==> config.mk <==
export PLATFORM = sky130hd
export DESIGN_NAME = fft_control_flat
export DESIGN_NICKNAME = d
export VERILOG_FILES = /design/src/rtl/fft_control_pkg.sv /design/src/rtl/fft_control_if.sv /design/src/rtl/fft_frame_counter.sv /design/src/rtl/fft_control.sv /design/src/flat_wrapper.sv
export SDC_FILE = /design/constraint.sdc
export NUM_CORES = 1
export LEC_CHECK = 0
export BUFFER_PORTS_ARGS = -buffer_cell sky130_fd_sc_hd__buf_2
export CAP_MARGIN = 10
export CORE_MARGIN = 2
export CORE_UTILIZATION = 47
export CTS_BUF_LIST = sky130_fd_sc_hd__clkbuf_8
export CTS_CLUSTER_DIAMETER = 30
export DETAILED_ROUTE_END_ITERATION = 8
export GPL_ROUTABILITY_DRIVEN = 0
export PLACE_DENSITY = 0.91
export SLEW_MARGIN = 30
export SYNTH_ARGS = -nofsm -noshare
export SYNTH_HDL_FRONTEND = slang
export SYNTH_SLANG_ARGS = --single-unit
==> constraint.sdc <==
create_clock -name clk -period 2.02 [get_ports clk]
set_input_delay 0.505 -clock clk [delete_from_list [all_inputs] [get_ports clk]]
set_output_delay 0.505 -clock clk [all_outputs]
set_load 0.005 [all_outputs]
==> src/rtl/fft_control_pkg.sv <==
// Shared constants for the FFT framing block and a helper sizing the frame index.
package fft_control_pkg;

    localparam int DATA_W  = 14;
    localparam int FFT_PTS = 512;
    localparam int PTS_W   = 10;

    function automatic int idx_width(input int pts);
        int w;
        w = 1;
        for (int i = 1; i < 31; i++) begin
            if ((1 << i) < pts) w = i + 1;
        end
        return w;
    endfunction

    localparam int IDX_W = idx_width(FFT_PTS);

endpackage

==> src/rtl/fft_control_if.sv <==
// ADC sample input plus Avalon-ST sink bus of the FFT core; master is the framer side.
interface fft_control_if
    import fft_control_pkg::*;
();
    logic signed [DATA_W-1:0] in_signal;
    logic                     sink_ready;
    logic                     sink_valid;
    logic                     sink_sop;
    logic                     sink_eop;
    logic [1:0]               sink_error;
    logic                     inverse;
    logic signed [DATA_W-1:0] out_real;
    logic signed [DATA_W-1:0] out_imag;
    logic [PTS_W-1:0]         fft_pts;

    modport master (
        input  in_signal, sink_ready,
        output sink_valid, sink_sop, sink_eop, sink_error,
               inverse, out_real, out_imag, fft_pts
    );

    modport slave (
        output in_signal, sink_ready,
        input  sink_valid, sink_sop, sink_eop, sink_error,
               inverse, out_real, out_imag, fft_pts
    );
endinterface

==> src/rtl/fft_frame_counter.sv <==
// Sample index within an FFT frame; sop/eop decoded from the registered index.
// Latency: markers follow the registered index; holds while adv is low.
module fft_frame_counter
    import fft_control_pkg::*;
(
    input  logic clk,
    input  logic reset,
    input  logic adv,
    input  logic vld,
    output logic sop,
    output logic eop
);
    localparam logic [IDX_W-1:0] LAST_IDX = IDX_W'(FFT_PTS - 1);

    logic [IDX_W-1:0] idx_q;
    logic [IDX_W-1:0] idx_d;

    // The first sample accepted after reset always opens a new frame.
    always_comb begin
        idx_d = idx_q;
        if (adv) begin
            if (!vld)                  idx_d = '0;
            else if (idx_q == LAST_IDX) idx_d = '0;
            else                       idx_d = idx_q + 1'b1;
        end
    end

    always_ff @(posedge clk) begin
        if (reset) idx_q <= '0;
        else       idx_q <= idx_d;
    end

    assign sop = vld && (idx_q == '0);
    assign eop = vld && (idx_q == LAST_IDX);

endmodule

==> src/rtl/fft_control.sv <==
// Frames the continuous ADC stream into FFT_PTS-sample packets for the FFT core; 1 cycle latency.
// Backpressure: presented sample and markers hold while sink_ready is low; new inputs are dropped.
module fft_control
    import fft_control_pkg::*;
(
    input  logic          clk,
    input  logic          reset,
    fft_control_if.master bus
);
    logic                     adv;
    logic                     sink_valid_q;
    logic                     sink_valid_d;
    logic signed [DATA_W-1:0] out_real_q;
    logic signed [DATA_W-1:0] out_real_d;

    always_comb begin
        adv          = !sink_valid_q || bus.sink_ready;
        sink_valid_d = sink_valid_q;
        out_real_d   = out_real_q;
        if (adv) begin
            sink_valid_d = 1'b1;
            out_real_d   = bus.in_signal;
        end
    end

    always_ff @(posedge clk) begin
        if (reset) begin
            sink_valid_q <= 1'b0;
            out_real_q   <= '0;
        end else begin
            sink_valid_q <= sink_valid_d;
            out_real_q   <= out_real_d;
        end
    end

    fft_frame_counter u_frame_counter (
        .clk   (clk),
        .reset (reset),
        .adv   (adv),
        .vld   (sink_valid_q),
        .sop   (bus.sink_sop),
        .eop   (bus.sink_eop)
    );

    assign bus.sink_valid = sink_valid_q;
    assign bus.out_real   = out_real_q;
    // Real-only input, forward transform, fixed frame size.
    assign bus.out_imag   = '0;
    assign bus.sink_error = 2'b00;
    assign bus.inverse    = 1'b0;
    assign bus.fft_pts    = PTS_W'(FFT_PTS);

endmodule

==> src/flat_wrapper.sv <==
// flat-port wrapper written by rule: the top's interface ports become plain ports
module fft_control_flat import fft_control_pkg::*;
  (clk, reset, bus_in_signal, bus_sink_ready, bus_sink_valid, bus_sink_sop, bus_sink_eop, bus_sink_error, bus_inverse, bus_out_real, bus_out_imag, bus_fft_pts);
  fft_control_if bus_i ();
  input  logic clk;
  input  logic reset;
  input wire logic [$bits(bus_i.in_signal)-1:0] bus_in_signal;
  input wire logic [$bits(bus_i.sink_ready)-1:0] bus_sink_ready;
  output wire logic [$bits(bus_i.sink_valid)-1:0] bus_sink_valid;
  output wire logic [$bits(bus_i.sink_sop)-1:0] bus_sink_sop;
  output wire logic [$bits(bus_i.sink_eop)-1:0] bus_sink_eop;
  output wire logic [$bits(bus_i.sink_error)-1:0] bus_sink_error;
  output wire logic [$bits(bus_i.inverse)-1:0] bus_inverse;
  output wire logic [$bits(bus_i.out_real)-1:0] bus_out_real;
  output wire logic [$bits(bus_i.out_imag)-1:0] bus_out_imag;
  output wire logic [$bits(bus_i.fft_pts)-1:0] bus_fft_pts;
  assign bus_i.in_signal = bus_in_signal;
  assign bus_i.sink_ready = bus_sink_ready;
  assign bus_sink_valid = bus_i.sink_valid;
  assign bus_sink_sop = bus_i.sink_sop;
  assign bus_sink_eop = bus_i.sink_eop;
  assign bus_sink_error = bus_i.sink_error;
  assign bus_inverse = bus_i.inverse;
  assign bus_out_real = bus_i.out_real;
  assign bus_out_imag = bus_i.out_imag;
  assign bus_fft_pts = bus_i.fft_pts;
  fft_control u_core (.clk(clk), .reset(reset), .bus(bus_i));
endmodule
### Yosys cells after proc, flatten, opt, wreduce, memory -nomap -nowiden

Cells that the tools add are included.

| storage, ports and cells | value |
|---|---|
| bits in registers | 24 |
| input port bits | 17 |
| word-level logic and storage cells | 12 |

| operators by class | value |
|---|---|
| $add $sub $neg | 1 |
| eq/ne operators | 1 |
| multiplexer cells | 2 |
| reductions and logical operators | 5 |

Operators by type and width:

| operator | count |
|---|---|
| $mux W9 | 2 |
| $add A9 B1 Y9 const B | 1 |
| $eq A9 B9 Y1 const B | 1 |
| $logic_not A9 Y1 | 1 |
| $logic_and A1 B1 Y1 | 2 |
| $logic_not A1 Y1 | 1 |
| $logic_or A1 B1 Y1 | 1 |

### Logic depth before layout (Yosys ltp)

Gate-level depths: netlist of the first run.

| depth | value |
|---|---|
| word-level depth | 3 |
| gate-level depth with buffers | 7 |

### Modules after synthesis

From an unflattened synthesis of the first run, not the netlist that was laid out.

| second synthesis, totals | value |
|---|---|
| cell total of the unflattened synthesis | 148 |
| area total of the unflattened synthesis | 1381.3 µm² |

By module, submodules not included:

| module | instances | cells an instance | area an instance (µm²) | sequential area each (µm²) |
|---|---|---|---|---|
| fft_control | 1 | 95 | 923.4 | 300.3 |
| fft_frame_counter | 1 | 53 | 457.9 | 180.2 |

### Worst setup path before layout of the first run

No wires, ideal clock.

| timing | value |
|---|---|
| path type | reg2reg |
| from | register u_core.u_frame_counter.idx_q[0] |
| to | register u_core.u_frame_counter.idx_q[7] |
| library setup time | 74 ps |
| arrival time | 1695 ps |
| required time | 1946 ps |
| setup slack | 251 ps |
| cell stages (with the launch flop) | 8 |
| buffers on the path | 0 |
| clock period less this slack | 1769 ps |
| cell sequence | dfxtp_1 -> ha_1 -> nand3_1 -> nor2_1 -> ha_1 -> and3b_1 -> or4b_1 -> a31oi_1 |

| between the ends | value |
|---|---|
| cells in the longest elaborated chain, start to end | 3 |

Ends and longest elaborated chain:

| element | RTL line | RTL |
|---|---|---|
| from (decl) | fft_frame_counter.sv:15 | `logic [IDX_W-1:0] idx_q;` |
| from (signal assigned) | fft_frame_counter.sv:30 | `else idx_q <= idx_d;` |
| $add A9 B1 Y9 or $eq A9 B9 Y1 (tied branches) | fft_frame_counter.sv:24, fft_frame_counter.sv:23 |  |
| $mux W9 * | fft_frame_counter.sv:23 | `else if (idx_q == LAST_IDX) idx_d = '0;` |
| $mux W9 * | fft_frame_counter.sv:22 | `if (!vld) idx_d = '0;` |

Every way passes the cells marked *; elsewhere a longest branch is shown, timed or not.
A chain may end at the register's enable or synchronous reset.

### Final worst setup path of the first run

| timing | value |
|---|---|
| from | register u_core.u_frame_counter.idx_q[0] |
| to | output port bus_sink_sop |

| between the ends | value |
|---|---|
| cells in the longest elaborated chain, start to end | 2 |

Ends and longest elaborated chain:

| element | RTL line | RTL |
|---|---|---|
| $logic_not A9 Y1 | fft_frame_counter.sv:33 | `assign sop = vld && (idx_q == '0);` |
| $logic_and A1 B1 Y1 | fft_frame_counter.sv:33 |  |
| to (decl) | flat_wrapper.sv:10 | `output wire logic [$bits(bus_i.sink_sop)-1:0] bus_sink_sop;` |

Every way passes these cells.

==> run_results.csv, run 1 <==
group,metric,value,unit
clock_tree,clock-sinks,24,
clock_tree,cts_buffers,3,
pwr,share_clk_of_total_power,40.0,%
setup_path,worst_ep_required_time,1.51,ns
pwr,power-per-cell-area,709,nW/um2
cells_and_area,num_antenna_cells,0,
cells_and_area,finalCoreUtilization,57.9,%
die,floorplan_core_area,2480,um2
setup_path,critPathLaunch,"u_core.u_frame_counter.idx_q[0]",
pwr,leakagePower,0.657,nW
worst_hold_path,path_class_of_the_lowest_slack_min_delay_path,"flip-flop to flip-flop",
worst_hold_path,timing.hold.worst.start,"u_core.bus.out_real[6]",
clock_tree,cts_tree,"yes",
status,status,"finished clean",
place,portBuffers,33,
grt,gr-usage-all-layers,15.6,%
yosys,ys_seq_elements,24,
grt,grt_pass1_vias,752,
grt,gr-usage-met2,25.4,%
timing,final_slew_viol_count,0,
die,die_w,54.9,um
cells_and_area,drive_gt1_share,26.2,%
setup_path,wp_data_arrival,1.48,ns
timing,skew,0.00659,ns
yosys,yosys_warnings,0,
setup_path,critical_path.endpoint_type,"output pin",
yosys,synth.avg_cell_area,7.97,um2
pwr,total_switching_power,0.000214,W
cells_and_area,fillCellCount,235,
setup_path,timing_worst_setup_path_type,"flip-flop to output pin",
clock_tree,ctsLongestPathBuffers,2,
place,dpl_worst_slack,0.141,ns
cells_and_area,layout.cell_area.non_filler,1440,um2
grt,pin_count_of_the_biggest_net_entering_global_routing,27,
yosys,synth_ff_type,"dfxtp_1",
grt,groute.layer.met3.usage,5.38,%
yosys,synth-edff-count,0,
clock_tree,htreeDepth,1,
pwr,p_int,0.000803,W
routing,postRouteAntennaNets,0,
clock_tree,post_cts_hold_buffer_count,0,
clock_tree,clk_root_buffer_cell,"clkbuf_8",
routing,drc,0,
grt,grt_busiest_layer,"met2",
clock_tree,worstSkewPairLatency,0.26,ns
grt,grt_pass1_wl,3.30,mm
pwr,power.ir.vdd_worst,538,uV
timing,finalSetupViolations,0,
timing,max_freq,503,MHz
die,initial_core_util,49.2,%
timing,finalHoldViolations,0,
yosys,seq_area_frac_synth,39.4,%
yosys,synthesis.instances,153,
timing,worst_hold_slack,0.451,ns
setup_path,worst_r2r_startpoint,"u_core.u_frame_counter.idx_q[1]",
routing,routed_wire_length_per_instance,11.0,um
grt,globalRouteMet1Util,19.0,%
place,placement.cell_area,1320,um2
flow_run,maxCapViolations,0,
routing,drt_pass1_iterations,4,
cells_and_area,finish.net_count,208,
setup_path,worstPathMaxFanout,3,
routing,avgViaCountPerCell,4.84,
setup_path,start_kind,"flip-flop",
die,dieArea,3020,um2
pwr,p_sw_share,21.1,%
routing,vias_post_dr,1051,
pwr,seqPwrFrac,49.5,%
yosys,yosys.cell_types.count,30,
grt,overflow,0,
pwr,power.combinational.fraction,10.4,%
timing,layout_setup_ws,0.0314,ns
routing,routed_wl,2.38,mm
yosys,synth_async_sr_flop_share,0,%
yosys,synthesis.area,1220,um2
die,num_io_pins,61,
timing,post-route-min-period,1.99,ns
die,die_h,54.9,um
clock_tree,path_clk_slew,0.08,ns
cells_and_area,synthToLayoutAreaGrowth,17.8,%
place,detailed_place_hpwl,1.61,mm
die,rows,18,
routing,initialDrtViolationCount,23,
timing,post-route-period-util,98.4,%
grt,antenna_found_initial,0,
metal layers:
layer  share of wire [%]  vias up
li1                    -      525
met1                  41      486
met2                  51       36
met3                 7.6        4
met4                0.84        0
met5                   0        -
cell usage in the layout, fill, tap and decap left out, types with 2 or more instances in the layout:
master | Yosys | routed
a21oi_1 | 19 | 19
a31oi_1 | 2 | 2
buf_2 | 2 | 33
buf_4 | 27 | 4
clkbuf_8 | 0 | 3
conb_1 | 2 | 27
dfxtp_1 | 24 | 20
dfxtp_2 | 0 | 4
inv_1 | 4 | 4
nand2_1 | 35 | 35
nand3_1 | 3 | 3
nand4_1 | 2 | 2
nor2_1 | 2 | 2
nor2b_1 | 3 | 3
o21ai_0 | 3 | 3
o31ai_1 | 2 | 2
or3_1 | 2 | 2
or4_1 | 2 | 2
final timing paths:
| kind | slack [ns] | cells after the start | end |
|---|---|---|---|
| worst max register to register | 0.22 | 7 | u_core.u_frame_counter.idx_q[7] |
| worst max-delay path | 0.03 | 6 | bus_sink_sop |
| worst min register to register | 0.45 | 2 | u_core.bus.out_real[6] |
| worst min-delay path | 0.45 | 2 | u_core.bus.out_real[6] |
power by group through the flow:
stage	sequential [W]	clock (W)	combinational [W]
after floorplan	0.000516	0	0.0000920
after global placement	0.000514	0	0.000102
after detailed placement	0.000515	0	0.000104
after CTS	0.000504	0.000419	0.000104
after global routing	0.000507	0.000442	0.000123
final	0.000504	0.000407	0.000106
kinds of logic (layout without fill, tap and decap cells):
group           count (synthesis)  after routing  share of synthesized area, %
compound gates                 28             28                          12.5
fa+ha+maj                       3              3                          3.08
buf+inv                        37             46                          19.9
other cells                     2             27                         0.616
mux                             1              1                         0.821
simple gates                   58             58                          23.6
flops                          24             24                          39.4
per-stage QoR:
step	std cells	total power [W]	setup TNS (ns)
after floorplan	178	0.000608	0
after global placement	210	0.000616	0
after detailed placement	210	0.000618	0
after CTS	214	0.00103	0
after global routing	217	0.00107	-0.0939
final	217	0.00102	0
critical path: stages (launching register included):
cell and delay (ns):
dfxtp_2 0.35, buf_4 0.14, inv_1 0.07, ha_1 0.16, nand3b_1 0.11, nor4b_1 0.24
buf_2 0.15
layout make-up:
class,count,area (um2),area share (%)
Multi-Input combinational cell,117,611,42.5
Sequential cell,24,485,33.8
Timing Repair Buffer,38,215,15.0
Clock buffer,3,41.3,2.88
Tap cell,30,37.5,2.62
Clock inverter,1,30.0,2.09
Inverter,4,15.0,1.05
repair_timing:
action	CTS	global route
buffers inserted	0	3
resized for setup	3	5
endpoints found under the setup margin	1	2
sequential cells by signal, summed over array words and instances, names as in the netlist:
name / flops
u_core.bus.sink_valid: 1
u_core.u_frame_counter.idx_q: 9
u_core.bus.out_real: 14
cells in the mapped netlist, types with 2 or more instances:
cell type | instances | share of area, %
nor2_1 | 2 | 0.62
nand3_1 | 3 | 1.2
o31ai_1 | 2 | 1.2
clkbuf_1 | 4 | 1.2
buf_4 | 27 | 17
buf_2 | 2 | 0.82
dfxtp_1 | 24 | 39
o21ai_0 | 3 | 1.2
conb_1 | 2 | 0.62
a21oi_1 | 19 | 7.8
inv_1 | 4 | 1.2
nor2b_1 | 3 | 1.5
or4_1 | 2 | 1.2
nand2_1 | 35 | 11
nand4_1 | 2 | 1.0
a31oi_1 | 2 | 1.0
ha_1 | 3 | 3.1
or3_1 | 2 | 1.0
Note: power is estimated with default switching activity, not from simulation.
==> run 2: changes to the inputs <==
- BUFFER_PORTS_ARGS: -buffer_cell sky130_fd_sc_hd__buf_2 -> unset
- CORE_UTILIZATION: 47 -> 55
- DONT_BUFFER_PORTS: unset -> 1
- PLACE_DENSITY: 0.91 -> 0.79
==> run_results.csv, run 2 (synthesized netlist as in run 1, its figures left out) <==
group,metric,value,unit
status,status,"finished clean",
grt,antenna_found_initial,0,
timing,finalHoldViolations,0,
place,portBuffers,0,
routing,routed_wl,2.15,mm
cells_and_area,regArea,483,um2
clock_tree,clk_root_buffer_cell,"clkbuf_8",
place,place_inst,175,
clock_tree,ctsLongestPathBuffers,2,
die,rows,17,
timing,finalSetupViolations,0,
clock_tree,post_cts_hold_buffer_count,0,
grt,gr-usage-all-layers,17.1,%
cells_and_area,synthToLayoutAreaGrowth,-1.75,%
cells_and_area,most-common-layout-cells,"nand2_1, conb_1, dfxtp_1",
clock_tree,cts_buffers,3,
routing,vias_post_dr,923,
pwr,power-per-cell-area,737,nW/um2
routing,routed_wire_length_per_instance,12.0,um
setup_path,critPathMaxStageDelay,0.37,ns
cells_and_area,layoutNonFillerInstCount,179,
setup_path,timing.critical_path.cells,"nor4_1 -> nand3b_1 -> nor4b_1",
die,floorplan_core_area,2150,um2
place,detailed_place_hpwl,1.53,mm
clock_tree,post_cts_resized,0,
pwr,power.ir.vdd_worst,784,uV
timing,post-route-min-period,1.99,ns
setup_path,crit_slowest_cell,"dfxtp_1",
setup_path,start_kind,"flip-flop",
timing,max_freq,503,MHz
cells_and_area,drive_gt1_share,6.62,%
clock_tree,htreeDepth,1,
grt,grt_pass1_vias,777,
setup_path,worstPathMaxFanout,8,
cells_and_area,num_antenna_cells,0,
die,num_io_pins,61,
setup_path,timing_worst_setup_path_type,"flip-flop to output pin",
flow_run,maxCapViolations,0,
die,dieArea,2610,um2
cells_and_area,layout.cell_area.non_filler,1200,um2
cells_and_area,multi_input_area,594,um2
routing,drc,0,
setup_path,wp_data_arrival,1.48,ns
clock_tree,worstSkewPairLatency,0.26,ns
timing,skew,0.00337,ns
grt,overflow,0,
cells_and_area,most_common_library_cell_in_the_layout_ignoring_fill_and_taps,"nand2_1",
die,initial_core_util,56.7,%
pwr,leakagePower,0.482,nW
timing,worst_slew_margin,63.5,%
cells_and_area,fillCellCount,190,
die,die_h,51.1,um
clock_tree,cts_tree,"yes",
grt,pin_count_of_the_biggest_net_entering_global_routing,20,
timing,post-route-period-util,98.4,%
routing,initialDrtViolationCount,29,
routing,avgViaCountPerCell,5.16,
die,die_w,51.1,um
cells_and_area,largest_register_ffs,14,
clock_tree,clock-sinks,24,
clock_tree,path_clk_slew,0.08,ns
clock_tree,post-cts-setup-buffers,0,
routing,drt_pass1_iterations,4,
timing,final_slew_viol_count,0,
setup_path,critical_path.endpoint_type,"output pin",
place,placement.cell_area,1130,um2
setup_path,worst_ep_required_time,1.51,ns
timing,worst_pin_slew,0.547,ns
cells_and_area,finish.net_count,172,
worst_hold_path,path_class_of_the_lowest_slack_min_delay_path,"input pin to flip-flop",
routing,postRouteAntennaNets,0,
timing,grt_setup_unrepaired,"true",
grt,grt_pass1_wl,3.24,mm
run 2: changes by cell type in the layout (fill, tap and decap cells not counted), sizes merged:
cell / previous run / this run
buf: 38 / 2
bufinv: 1 / 0
clkbuf: 3 / 4
run 2: path summary, 6_finish.rpt:
check                                                      from                         endpoint  slack [ns]  cells past startpoint
worst min-delay path                                      reset            u_core.bus.sink_valid        0.30                      1
worst max-delay path            u_core.u_frame_counter.idx_q[3]                     bus_sink_sop        0.03                      3
worst max register to register  u_core.u_frame_counter.idx_q[0]  u_core.u_frame_counter.idx_q[7]        0.15                      7
worst min register to register           u_core.bus.out_real[9]           u_core.bus.out_real[9]        0.47                      2
run 2: metal layers:
metal | global-route usage (%) | share of wire, % | vias to the layer above
met5 | 0 | 0 | -
met3 | 7.02 | 9.5 | 4
met4 | 9.01 | 1.2 | 0
met2 | 28.1 | 52 | 54
li1 | - | - | 453
met1 | 18.8 | 37 | 412
run 2: worst max-delay path, delay by kind of cell, from the launching register on:
kind | cells | cell delay [ns]
AND/OR/NAND/NOR | 3 | 0.84
flip-flops | 1 | 0.37
run 2: final cells by class:
type / count / share of cell area (%)
Multi-Input combinational cell: 117 / 49.6
Sequential cell: 24 / 40.3
Clock buffer: 4 / 4.60
Tap cell: 28 / 2.93
Timing Repair Buffer: 2 / 1.25
Inverter: 4 / 1.25
run 2: through the flow:
step / power, W / setup slack (ns) / hold WS, ns / util, % / TNS (ns)
2_1_floorplan: 0.000608 / 0.251 / 0.448 / - / 0
6_report: 0.000883 / 0.0318 / 0.298 / 55.7 / 0
5_1_grt: 0.000924 / -0.0718 / 0.282 / 55.7 / -0.104
3_3_place_gp: 0.000575 / 0.204 / 0.454 / 52.8 / 0
4_1_cts: 0.000890 / 0.0420 / 0.290 / 55.4 / 0
3_5_place_dp: 0.000578 / 0.0998 / 0.458 / 52.8 / 0
run 2: power breakdown:
part | internal, W | switching [W] | total (W)
sequential | 0.000493 | 0.0000158 | 0.000509
clock | 0.000174 | 0.000142 | 0.000316
combinational | 0.0000195 | 0.0000393 | 0.0000588
